[config.mk]
export PLATFORM = sky130hd
export DESIGN_NAME = sound_glu_rw_flat
export DESIGN_NICKNAME = d
export VERILOG_FILES = /design/src/rtl/sound_glu_rw_if.sv /design/src/rtl/sound_glu_rw.sv /design/src/flat_wrapper.sv
export SDC_FILE = /design/constraint.sdc
export NUM_CORES = 1
export LEC_CHECK = 0
export ABC_AREA = 0
export CAP_MARGIN = 10
export CORE_MARGIN = 2
export CORE_UTILIZATION = 35
export DETAILED_ROUTE_END_ITERATION = 12
export GPL_ROUTABILITY_DRIVEN = 0
export PLACE_DENSITY = 0.78
export SLEW_MARGIN = 20
export SYNTH_ARGS = -nofsm -noshare
export SYNTH_HDL_FRONTEND = slang
export SYNTH_SLANG_ARGS = --single-unit
[constraint.sdc]
create_clock -name clk_logic -period 1.7 [get_ports clk_logic]
set_input_delay 0.17 -clock clk_logic [delete_from_list [all_inputs] [get_ports clk_logic]]
set_output_delay 0.17 -clock clk_logic [all_outputs]
set_load 0.005 [all_outputs]
[src/rtl/sound_glu_rw_if.sv]
// Bus, sound-RAM and DOC signals of the sound GLU grouped as one port bundle.
interface sound_glu_rw_if #(
    parameter int MEM_ADDR_W = 21,
    parameter int LANES      = 4
);
    logic [15:0]           addr_i;
    logic                  sel_i;
    logic                  rw_n_i;
    logic                  wr_strobe_i;
    logic                  rd_strobe_i;
    logic [7:0]            data_i;
    logic [7:0]            data_o;
    logic                  rd_en_o;
    logic [MEM_ADDR_W-1:0] mem_addr_o;
    logic                  mem_wr_o;
    logic                  mem_rd_o;
    logic [LANES-1:0]      mem_byte_en_o;
    logic [8*LANES-1:0]    mem_data_o;
    logic [8*LANES-1:0]    mem_q_i;
    logic                  mem_ready_i;
    logic                  doc_cs_o;
    logic                  doc_we_o;
    logic [7:0]            doc_addr_o;
    logic [7:0]            doc_data_o;
    logic [7:0]            doc_q_i;
    logic [3:0]            volume_o;
    logic                  busy_o;
    logic                  overrun_o;

    modport slave (
        input  addr_i, sel_i, rw_n_i, wr_strobe_i, rd_strobe_i, data_i, mem_q_i, mem_ready_i, doc_q_i,
        output data_o, rd_en_o, mem_addr_o, mem_wr_o, mem_rd_o, mem_byte_en_o, mem_data_o,
               doc_cs_o, doc_we_o, doc_addr_o, doc_data_o, volume_o, busy_o, overrun_o
    );

    modport master (
        output addr_i, sel_i, rw_n_i, wr_strobe_i, rd_strobe_i, data_i, mem_q_i, mem_ready_i, doc_q_i,
        input  data_o, rd_en_o, mem_addr_o, mem_wr_o, mem_rd_o, mem_byte_en_o, mem_data_o,
               doc_cs_o, doc_we_o, doc_addr_o, doc_data_o, volume_o, busy_o, overrun_o
    );
endinterface

[src/rtl/sound_glu_rw.sv]
// IIgs sound GLU ($C03C-$C03F): CTRL/PTR registers, DATA steered to DOC or sound RAM, one request in flight.
// Requests issue 1 cycle after the strobe; data accesses while busy are dropped and flag overrun.
// Define SOUND_GLU_READ_EN to enable the read-ahead fetch path (RD_MEM/RD_WAIT/DOC_RD/DOC_LATCH).
module sound_glu_rw #(
    parameter bit                    ENABLE     = 1'b1,
    parameter int                    MEM_ADDR_W = 21,
    parameter logic [MEM_ADDR_W-1:0] MEM_BASE   = MEM_ADDR_W'(21'h1_0000),
    parameter int                    LANES      = 4
) (
    input  logic          clk_logic,
    input  logic          system_reset,
    sound_glu_rw_if.slave bus
);
    localparam int         SH        = (LANES == 4) ? 2 : (LANES == 2) ? 1 : 0;
    localparam logic [1:0] LANE_MASK = 2'(LANES - 1);

`ifdef SOUND_GLU_READ_EN
    typedef enum logic [2:0] {IDLE, WR_MEM, RD_MEM, RD_WAIT, DOC_WR, DOC_RD, DOC_LATCH} state_t;
`else
    typedef enum logic [2:0] {IDLE, WR_MEM, DOC_WR} state_t;
`endif

    state_t                state, state_nxt;
    logic                  ram_sel, auto_inc, overrun;
    logic [3:0]            volume;
    logic [15:0]           ptr;
    logic [7:0]            latch, wdata;
    logic [MEM_ADDR_W-1:0] cap_addr;
    logic [1:0]            cap_lane;
    logic [7:0]            cap_lo;
    logic                  mem_wr, mem_rd, doc_cs, doc_we, busy;

    logic       hit, wr_hit, data_wr, data_rd, accept, drop, rd_en;
    logic [1:0] rsel;
    logic [7:0] rd_mux;

    assign hit     = bus.sel_i && (bus.addr_i[15:2] == 14'h300F);
    assign rsel    = bus.addr_i[1:0];
    assign wr_hit  = hit && bus.wr_strobe_i && !bus.rw_n_i;
    assign data_wr = wr_hit && (rsel == 2'd1);
`ifdef SOUND_GLU_READ_EN
    assign data_rd = hit && bus.rd_strobe_i && bus.rw_n_i && (rsel == 2'd1);
    assign rd_en   = hit && bus.rw_n_i;

    logic [7:0] mem_lane_q;
    always_comb begin
        mem_lane_q = bus.mem_q_i[7:0];
        for (int i = 0; i < LANES; i++) begin
            if (cap_lane == 2'(i)) mem_lane_q = bus.mem_q_i[8*i +: 8];
        end
    end
`else
    assign data_rd = 1'b0;
    assign rd_en   = 1'b0;

    logic unused_rd;
    assign unused_rd = ^{bus.rd_strobe_i, bus.mem_q_i, bus.mem_ready_i, bus.doc_q_i};
`endif
    assign accept = ENABLE && (data_wr || data_rd) && (state == IDLE);
    assign drop   = ENABLE && (data_wr || data_rd) && (state != IDLE);

    always_ff @(posedge clk_logic) begin
        if (system_reset || !ENABLE) state <= IDLE;
        else                         state <= state_nxt;
    end

    always_comb begin
        state_nxt = state;
        case (state)
            IDLE: begin
                if (accept) begin
                    if (data_wr) state_nxt = ram_sel ? WR_MEM : DOC_WR;
`ifdef SOUND_GLU_READ_EN
                    else         state_nxt = ram_sel ? RD_MEM : DOC_RD;
`endif
                end
            end
            WR_MEM, DOC_WR: state_nxt = IDLE;
`ifdef SOUND_GLU_READ_EN
            RD_MEM:    state_nxt = RD_WAIT;
            RD_WAIT:   if (bus.mem_ready_i) state_nxt = IDLE;
            DOC_RD:    state_nxt = DOC_LATCH;
            DOC_LATCH: state_nxt = IDLE;
`endif
            default:   state_nxt = IDLE;
        endcase
    end

    // doc_we is high for reads: the DOC port uses a read-enable-style polarity.
    always_comb begin
        mem_wr = (state == WR_MEM);
        mem_rd = 1'b0;
        doc_cs = (state == DOC_WR);
        doc_we = 1'b0;
        busy   = (state != IDLE);
`ifdef SOUND_GLU_READ_EN
        mem_rd = (state == RD_MEM);
        doc_cs = (state == DOC_WR) || (state == DOC_RD);
        doc_we = (state == DOC_RD);
`endif
    end

    always_ff @(posedge clk_logic) begin
        if (system_reset || !ENABLE) begin
            ram_sel  <= 1'b0;
            auto_inc <= 1'b0;
            volume   <= 4'hF;
            ptr      <= 16'h0000;
            latch    <= 8'h00;
            wdata    <= 8'h00;
            overrun  <= 1'b0;
            cap_addr <= '0;
            cap_lane <= 2'd0;
            cap_lo   <= 8'h00;
        end else begin
            if (wr_hit) begin
                case (rsel)
                    2'd0: begin
                        ram_sel  <= bus.data_i[6];
                        auto_inc <= bus.data_i[5];
                        volume   <= bus.data_i[3:0];
                        overrun  <= 1'b0;
                    end
                    2'd2:    ptr[7:0]  <= bus.data_i;
                    2'd3:    ptr[15:8] <= bus.data_i;
                    default: ;
                endcase
            end
            // Address and lane are frozen here so later PTR writes cannot disturb the request.
            if (accept) begin
                cap_addr <= MEM_BASE + MEM_ADDR_W'(ptr >> SH);
                cap_lane <= ptr[1:0] & LANE_MASK;
                cap_lo   <= ptr[7:0];
                wdata    <= bus.data_i;
                if (auto_inc) ptr <= ptr + 16'd1;
            end
            if (drop) overrun <= 1'b1;
`ifdef SOUND_GLU_READ_EN
            if ((state == RD_WAIT) && bus.mem_ready_i) latch <= mem_lane_q;
            if (state == DOC_LATCH)                    latch <= bus.doc_q_i;
`endif
        end
    end

    always_comb begin
        case (rsel)
            2'd0:    rd_mux = {busy, ram_sel, auto_inc, 1'b0, volume};
            2'd1:    rd_mux = latch;
            2'd2:    rd_mux = ptr[7:0];
            default: rd_mux = ptr[15:8];
        endcase
    end

    assign bus.data_o        = ENABLE ? rd_mux : 8'h00;
    assign bus.rd_en_o       = ENABLE && rd_en;
    assign bus.mem_addr_o    = ENABLE ? cap_addr : '0;
    assign bus.mem_wr_o      = ENABLE && mem_wr;
    assign bus.mem_rd_o      = ENABLE && mem_rd;
    assign bus.mem_byte_en_o = ENABLE ? (LANES'(1) << cap_lane) : '0;
    assign bus.mem_data_o    = ENABLE ? {LANES{wdata}} : '0;
    assign bus.doc_cs_o      = ENABLE && doc_cs;
    assign bus.doc_we_o      = ENABLE && doc_we;
    assign bus.doc_addr_o    = ENABLE ? cap_lo : 8'h00;
    assign bus.doc_data_o    = ENABLE ? wdata : 8'h00;
    assign bus.volume_o      = ENABLE ? volume : 4'h0;
    assign bus.busy_o        = ENABLE && busy;
    assign bus.overrun_o     = ENABLE && overrun;
endmodule

[src/flat_wrapper.sv]
// flat-port wrapper written by rule: the top's interface ports become plain ports
module sound_glu_rw_flat 
#(
    parameter bit                    ENABLE     = 1'b1,
    parameter int                    MEM_ADDR_W = 21,
    parameter logic [MEM_ADDR_W-1:0] MEM_BASE   = MEM_ADDR_W'(21'h1_0000),
    parameter int                    LANES      = 4
)
  (clk_logic, system_reset, bus_addr_i, bus_sel_i, bus_rw_n_i, bus_wr_strobe_i, bus_rd_strobe_i, bus_data_i, bus_mem_q_i, bus_mem_ready_i, bus_doc_q_i, bus_data_o, bus_rd_en_o, bus_mem_addr_o, bus_mem_wr_o, bus_mem_rd_o, bus_mem_byte_en_o, bus_mem_data_o, bus_doc_cs_o, bus_doc_we_o, bus_doc_addr_o, bus_doc_data_o, bus_volume_o, bus_busy_o, bus_overrun_o);
  sound_glu_rw_if #(.MEM_ADDR_W(MEM_ADDR_W), .LANES(LANES)) bus_i ();
  input  logic clk_logic;
  input  logic system_reset;
  input wire logic [$bits(bus_i.addr_i)-1:0] bus_addr_i;
  input wire logic [$bits(bus_i.sel_i)-1:0] bus_sel_i;
  input wire logic [$bits(bus_i.rw_n_i)-1:0] bus_rw_n_i;
  input wire logic [$bits(bus_i.wr_strobe_i)-1:0] bus_wr_strobe_i;
  input wire logic [$bits(bus_i.rd_strobe_i)-1:0] bus_rd_strobe_i;
  input wire logic [$bits(bus_i.data_i)-1:0] bus_data_i;
  input wire logic [$bits(bus_i.mem_q_i)-1:0] bus_mem_q_i;
  input wire logic [$bits(bus_i.mem_ready_i)-1:0] bus_mem_ready_i;
  input wire logic [$bits(bus_i.doc_q_i)-1:0] bus_doc_q_i;
  output wire logic [$bits(bus_i.data_o)-1:0] bus_data_o;
  output wire logic [$bits(bus_i.rd_en_o)-1:0] bus_rd_en_o;
  output wire logic [$bits(bus_i.mem_addr_o)-1:0] bus_mem_addr_o;
  output wire logic [$bits(bus_i.mem_wr_o)-1:0] bus_mem_wr_o;
  output wire logic [$bits(bus_i.mem_rd_o)-1:0] bus_mem_rd_o;
  output wire logic [$bits(bus_i.mem_byte_en_o)-1:0] bus_mem_byte_en_o;
  output wire logic [$bits(bus_i.mem_data_o)-1:0] bus_mem_data_o;
  output wire logic [$bits(bus_i.doc_cs_o)-1:0] bus_doc_cs_o;
  output wire logic [$bits(bus_i.doc_we_o)-1:0] bus_doc_we_o;
  output wire logic [$bits(bus_i.doc_addr_o)-1:0] bus_doc_addr_o;
  output wire logic [$bits(bus_i.doc_data_o)-1:0] bus_doc_data_o;
  output wire logic [$bits(bus_i.volume_o)-1:0] bus_volume_o;
  output wire logic [$bits(bus_i.busy_o)-1:0] bus_busy_o;
  output wire logic [$bits(bus_i.overrun_o)-1:0] bus_overrun_o;
  assign bus_i.addr_i = bus_addr_i;
  assign bus_i.sel_i = bus_sel_i;
  assign bus_i.rw_n_i = bus_rw_n_i;
  assign bus_i.wr_strobe_i = bus_wr_strobe_i;
  assign bus_i.rd_strobe_i = bus_rd_strobe_i;
  assign bus_i.data_i = bus_data_i;
  assign bus_i.mem_q_i = bus_mem_q_i;
  assign bus_i.mem_ready_i = bus_mem_ready_i;
  assign bus_i.doc_q_i = bus_doc_q_i;
  assign bus_data_o = bus_i.data_o;
  assign bus_rd_en_o = bus_i.rd_en_o;
  assign bus_mem_addr_o = bus_i.mem_addr_o;
  assign bus_mem_wr_o = bus_i.mem_wr_o;
  assign bus_mem_rd_o = bus_i.mem_rd_o;
  assign bus_mem_byte_en_o = bus_i.mem_byte_en_o;
  assign bus_mem_data_o = bus_i.mem_data_o;
  assign bus_doc_cs_o = bus_i.doc_cs_o;
  assign bus_doc_we_o = bus_i.doc_we_o;
  assign bus_doc_addr_o = bus_i.doc_addr_o;
  assign bus_doc_data_o = bus_i.doc_data_o;
  assign bus_volume_o = bus_i.volume_o;
  assign bus_busy_o = bus_i.busy_o;
  assign bus_overrun_o = bus_i.overrun_o;
  sound_glu_rw #(.ENABLE(ENABLE), .MEM_ADDR_W(MEM_ADDR_W), .MEM_BASE(MEM_BASE), .LANES(LANES)) u_core (.clk_logic(clk_logic), .system_reset(system_reset), .bus(bus_i));
endmodule
==> results of run 1 <==
==> power by group through the flow <==
stage / combinational (uW) / clock, uW / sequential (uW)
after global routing: 247 / 953 / 1170
after CTS: 210 / 909 / 1170
after detailed placement: 194 / 0 / 1200
final: 235 / 906 / 1170
after floorplan: 80.9 / 0 / 1200
after global placement: 192 / 0 / 1200
==> cells in the mapped netlist (all sizes together) <==
cell type	number
a211o	4
a21oi	36
a2bb2oi	1
a31oi	8
a32o	1
a32oi	3
and2	2
and3	7
and3b	1
buf	56
clkbuf	14
conb	1
dfxtp	50
ha	1
inv	6
mux2i	10
nand2	69
nand2b	2
nand3	20
nand3b	1
nand4	8
nand4b	1
nor2	9
nor2b	11
nor3	3
nor3b	4
nor4	6
nor4b	2
o211ai	6
o21ai	10
o21bai	1
o22a	1
or2	2
or3	5
or3b	1
or4	4
==> kinds of logic (layout without fill, tap and decap cells) <==
| kind of cell | Yosys count | after routing | share of synthesized area (%) |
|---|---|---|---|
| simple gates | 158 | 161 | 29.2 |
| mux | 10 | 10 | 3.50 |
| flops | 50 | 50 | 35.0 |
| fa+ha+maj | 1 | 1 | 0.438 |
| buf+inv | 76 | 198 | 16.9 |
| other cells | 1 | 9 | 0.131 |
| compound gates | 71 | 71 | 14.8 |
==> worst max-delay path: stages, from the launching register on <==
cell	delay (ns)
dfxtp_2	0.33
or3b_4	0.46
nor3b_4	0.27
nand3_2	0.14
or4_4	0.43
a31oi_1	0.17
==> per-layer routing <==
layer / GRT usage, % / up-vias / wire (um)
met5: 0 / - / 0
met4: 11.2 / 0 / 362
met3: 5.19 / 37 / 983
met2: 38.2 / 220 / 5150
met1: 27.7 / 1569 / 4080
li1: - / 1503 / -
==> registers in the layout, indices dropped and copies added (netlist names) <==
register and flops:
u_core.auto_inc 1, u_core.bus.doc_addr_o 7, u_core.bus.doc_data_o 8, u_core.bus.mem_addr_o 10
u_core.bus.overrun_o 1, u_core.bus.volume_o 4, u_core.ptr 16, u_core.ram_sel 1
u_core.state 2
==> timing repair <==
item | 4_1_cts | 5_1_grt
gates cloned | 6 | 0
endpoints found under the setup margin | 58 | 47
pin swaps | 53 | 40
buffers inserted | 16 | 6
hold buffers | 0 | 0
gates resized for setup | 73 | 69
==> stage by stage <==
| step | setup WS [ns] | instances |
|---|---|---|
| after floorplan | -0.0918 | 375 |
| after global placement | -0.553 | 570 |
| after detailed placement | -0.603 | 570 |
| after CTS | -0.0981 | 599 |
| after global routing | -0.208 | 602 |
| final | -0.158 | 602 |
==> worst paths after layout <==
check | cells after the start | to | slack (ns)
setup / recovery | 5 | u_core.ptr[11] | -0.16
hold reg to reg | 2 | u_core.bus.mem_addr_o[11] | 0.47
setup reg to reg | 5 | u_core.ptr[11] | -0.16
hold / removal | 2 | u_core.bus.mem_addr_o[11] | 0.47
==> final cells by class <==
cell class,count,area share [%]
multi-input cells,252,37.0
repair buffers,184,36.4
flip-flops and latches,50,20.9
well taps,102,2.65
clock buffers,6,1.72
clock inverters,2,0.807
inverters,6,0.469
==> run metrics, run 1 <==
Hold Vio Cnt, Final=0; crit start category=flip-flop; Clock Latency Late Sink=0.31 ns; core area=7810 um^2; CTS tree=built; PD cells=481 nW/um^2; CTS Root Cell=clkbuf_8; Hold/Removal Path Class=flip-flop to flip-flop; fin crit share=109%; WL final=10,600 um; LEAKAGE=0.00186 uW; gr usage total=22.9%; post-synth top area cell=dfxtp_1; post-synth top area share=35.0%; Post-DP Area=4110 um^2; endpoints failing setup=34; TritonCTS Buffers=5; setup repair after global routing missed its margin=true; largest net degree at the start of global routing=51; CP arrival=2.11 ns; average wire per standard cell=17.6 um; cell row count=32; first-pass GRT wire length=15,900 um; top cells by area, synth=dfxtp_1, buf_4, nand2_1; most frequent cells in the layout=clkdlybuf4s50_1, buf_4, dfxtp_1; setup_tns=-2.31 ns; io pins=163; Seq/Total Area, Yosys=35.0%; Cell variety after synth=44; internal power=1770 uW; area grow syn2layout=68.2%; Combinational Power Share=10.2%; final hold slack=0.469 ns; Initial DRC Count=341; fmax=538 MHz; flops & latches, synth=50; Setup WS post-layout=-0.158 ns; post-route ant nets=0; Max Root-Sink Buffers=2; chip width=94.4 um; status=complete, but fails checks; mapped cell area=2860 um^2; CP max FO=4; Clock power frac=39.2%; Detailed Place HPWL=6360 um; routed vias=3,329; required time of the critical path=1.95 ns; H-tree depth=2; Slew Viols, Final=0; final instance area=4810 um^2; failing checks=negative setup slack; reg2reg start=u_core.state[1]; vias per cell=5.53; DR pass1 iterations=7; initial antenna violation count=0; Clock Pin Slew Worst Setup and Hold Paths=0.09 ns; # diodes=0; Die Area=8900 um^2; Starting Density=36.6%; I/O Buffers=111; register area=1010 um^2; multi-input logic area=1780 um^2; switch share=23.5%; crit path time final=1.86 ns; number of remaining DRC errors=0; vias in the first global route=3,166; Psw=543 uW; Slew HR=66.7%; Final Net Count=571; hold_sp=u_core.bus.mem_addr_o[11]; WS Path Type=flip-flop to flip-flop; synth warn=0; Mapped Cells=367; Max-Cap Viols=0; Die H=94.4 um; post-layout util=61.6%; Flop pwr share=50.6%; Setup Skew=0.00702 ns; VDD IR-drop max=342 uV; Worst setup EP type=flip-flop; Filler cells=658; layout cells sized above 1=33.6%; CTS Sinks=50; Worst-Margin Slew=0.496 ns; grt ovf=0; Pwr Total=2310 uW; syn_area_per_cell=7.79 um^2; Worst setup startpoint=u_core.state[1]; most common cell after layout, fill and taps aside=clkdlybuf4s50_1
Power figures use the tool's default switching activity.
==> run 2: changes to the inputs <==
ABC_AREA = 1   (was 0)
CORE_UTILIZATION = 36   (was 35)
PLACE_DENSITY = 0.77   (was 0.78)
==> run 2 against run 1 <==
Effect of this change: via count increased by 1.9%; first-iteration DRC count decreased by 30%; the run now ends clean; clock skew increased by 0.0021 ns; clock power decreased by 8.9%; setup slack improved by 0.22 ns; final area decreased by 9.1%; largest power group unchanged.
==> run metrics, run 2 <==
hold_buf cts=0; required time of the critical path=1.53 ns; post-layout util=50.9%; gr usage total=18.9%; crit path time final=1.64 ns; Seq/Total Area, Yosys=31.9%; fmax=611 MHz; Clock Latency Late Sink=0.30 ns; TritonCTS Buffers=5; post-route ant nets=0; core area=8590 um^2; # diodes=0; area grow syn2layout=39.4%; Max-Cap Viols=0; ys flop type=dfxtp_1; Largest register FFs=16; WS Path Type=primary input to primary output; DR pass1 iterations=5; register area=1010 um^2; vias per cell=4.94; LEAKAGE=0.00197 uW; Mapped Cells=484; DP Cell Count=679; Post-synth top cells=nand2_1, nor2_1, buf_4; Filler cells=839; first-pass GRT wire length=14,800 um; setup repair after global routing missed its margin=false; WP buf/inv=3; Cell variety after synth=31; reg-to-reg setup timing slack=0.17 ns; PD cells=502 nW/um^2; CTS Root Cell=clkbuf_8; grt ovf=0; top cells by area, synth=dfxtp_1, nand2_1, nor2_1; Final Net Count=650; VDD IR-drop max=332 uV; Clock Pin Slew Worst Setup and Hold Paths=0.09 ns; Starting Density=36.5%; number of remaining DRC errors=0; Setup Skew=0.00910 ns; Initial DRC Count=239; post-synth top area cell=dfxtp_1; Max Root-Sink Buffers=2; endpoints failing setup=0; CTS Sinks=50; crit path cell chain=dlygate4sd2_1 -> nor2_2 -> buf_4 -> nand2_1 -> nand3_1 -> clkdlybuf4s50_1; Detailed Place HPWL=6940 um; average wire per standard cell=13.0 um; pre-CTS setup slack=-0.260 ns; CTS tree=built; syn_area_per_cell=6.48 um^2; vias in the first global route=3,140; ys async rst share=0%; most frequent cells in the layout=nand2_1, nor2_1, clkdlybuf4s50_1; Hold/Removal Path Class=flip-flop to flip-flop; chip width=97.3 um; layout cells sized above 1=10.4%; mapped cell area=3130 um^2; Die Area=9470 um^2; Finished Layout Cells=687; fin crit share=96.3%; synth warn=0; Slowest cell on crit path=clkdlybuf4s50_1; family with the most delay on the worst path=buffers and inverters; CP arrival=1.47 ns; routed vias=3,393; setup_tns=0 ns; multi-input logic area=1590 um^2; largest net degree at the start of global routing=48; EDFF count, synth=0; initial antenna violation count=0; Hold Vio Cnt, Final=0; status=finished clean; Slew Viols, Final=0; I/O Buffers=111; Worst setup EP type=primary output; post-synth top area share=31.9%; CP max FO=5; cell row count=34; crit start category=primary input; Setup WS post-layout=0.0623 ns; H-tree depth=2; WL final=8930 um; Die H=97.3 um; flops & latches, synth=50; io pins=163; CP peak stage delay=0.53 ns; Biggest register=u_core.ptr
-- run 2: metal layers --
layer | wire length [um] | GRT usage (%) | up-vias
met4 | 217 | 6.84 | 0
met5 | 0 | 0 | -
met3 | 867 | 4.89 | 29
met1 | 3570 | 23.3 | 1524
li1 | - | - | 1658
met2 | 4270 | 31.8 | 182
-- run 2: report_power, final --
| part | switching [uW] | total (uW) | internal [uW] |
|---|---|---|---|
| logic | 101 | 203 | 102 |
| registers | 0.00454 | 1170 | 1170 |
| clock network | 386 | 825 | 439 |
| total | 486 | 2200 | 1710 |
-- run 2: worst reg2reg max path, cell delays in order, from the launching register on --
cell and delay (ns):
dfxtp_1 0.52, nand2_1 0.15, nor2_1 0.29, nand3_1 0.13, nand2_1 0.07, nand2_1 0.05
inv_1 0.04, nand3_1 0.07, nand2_1 0.06, nor2_1 0.03
-- run 2: final timing paths --
path         cells after the start           start         endpoint
min reg2reg                      1  u_core.ram_sel  u_core.state[1]
max reg2reg                      9   u_core.ptr[6]   u_core.ptr[11]
min                              1  u_core.ram_sel  u_core.state[1]
max                              6   bus_addr_i[0]    bus_data_o[2]
-- run 2: final cells by class --
class / count / share of cell area, %
inverters: 44 / 3.78
repair buffers: 139 / 31.1
multi-input cells: 338 / 36.3
flip-flops and latches: 50 / 23.1
clock buffers: 6 / 1.66
clock inverters: 2 / 0.859
well taps: 108 / 3.09
-- run 2: through the flow --
stage / instance area (um^2) / hold slack, ns / total power, uW
floorplan: 3160 / 0.239 / 1280
global placement: 4240 / 0.426 / 1390
detailed placement: 4240 / 0.435 / 1400
CTS: 4360 / 0.441 / 2210
global route: 4370 / 0.460 / 2280
finish: 4370 / 0.438 / 2200
-- run 2: timing repair --
| action | in CTS | in global routing |
|---|---|---|
| endpoints found under the hold margin | 0 | 0 |
| buffers inserted | 0 | 0 |
| pin swaps | 1 | 0 |
| endpoints found under the setup margin | 8 | 5 |
| gates resized for setup | 15 | 7 |
-- run 2: cell families (layout without fill, tap and decap cells) --
kind of cell    count (synthesis)  count (layout)  share of synthesized area [%]
xor+xnor                       12              12                           3.35
buf+inv                       104             191                           18.7
fa+ha+maj                       1               1                          0.399
flops                          50              50                           31.9
other cells                     1               9                          0.120
compound gates                 36              36                           6.51
simple gates                  280             280                           39.0
==> run 3: changes to the inputs <==
ABC_AREA = unset   (was 1)
CORE_UTILIZATION = 35   (was 36)
PLACE_DENSITY = 0.78   (was 0.77)
==> results of run 3 <==
Final layout, timing and power as in run 1 (identical DEF).
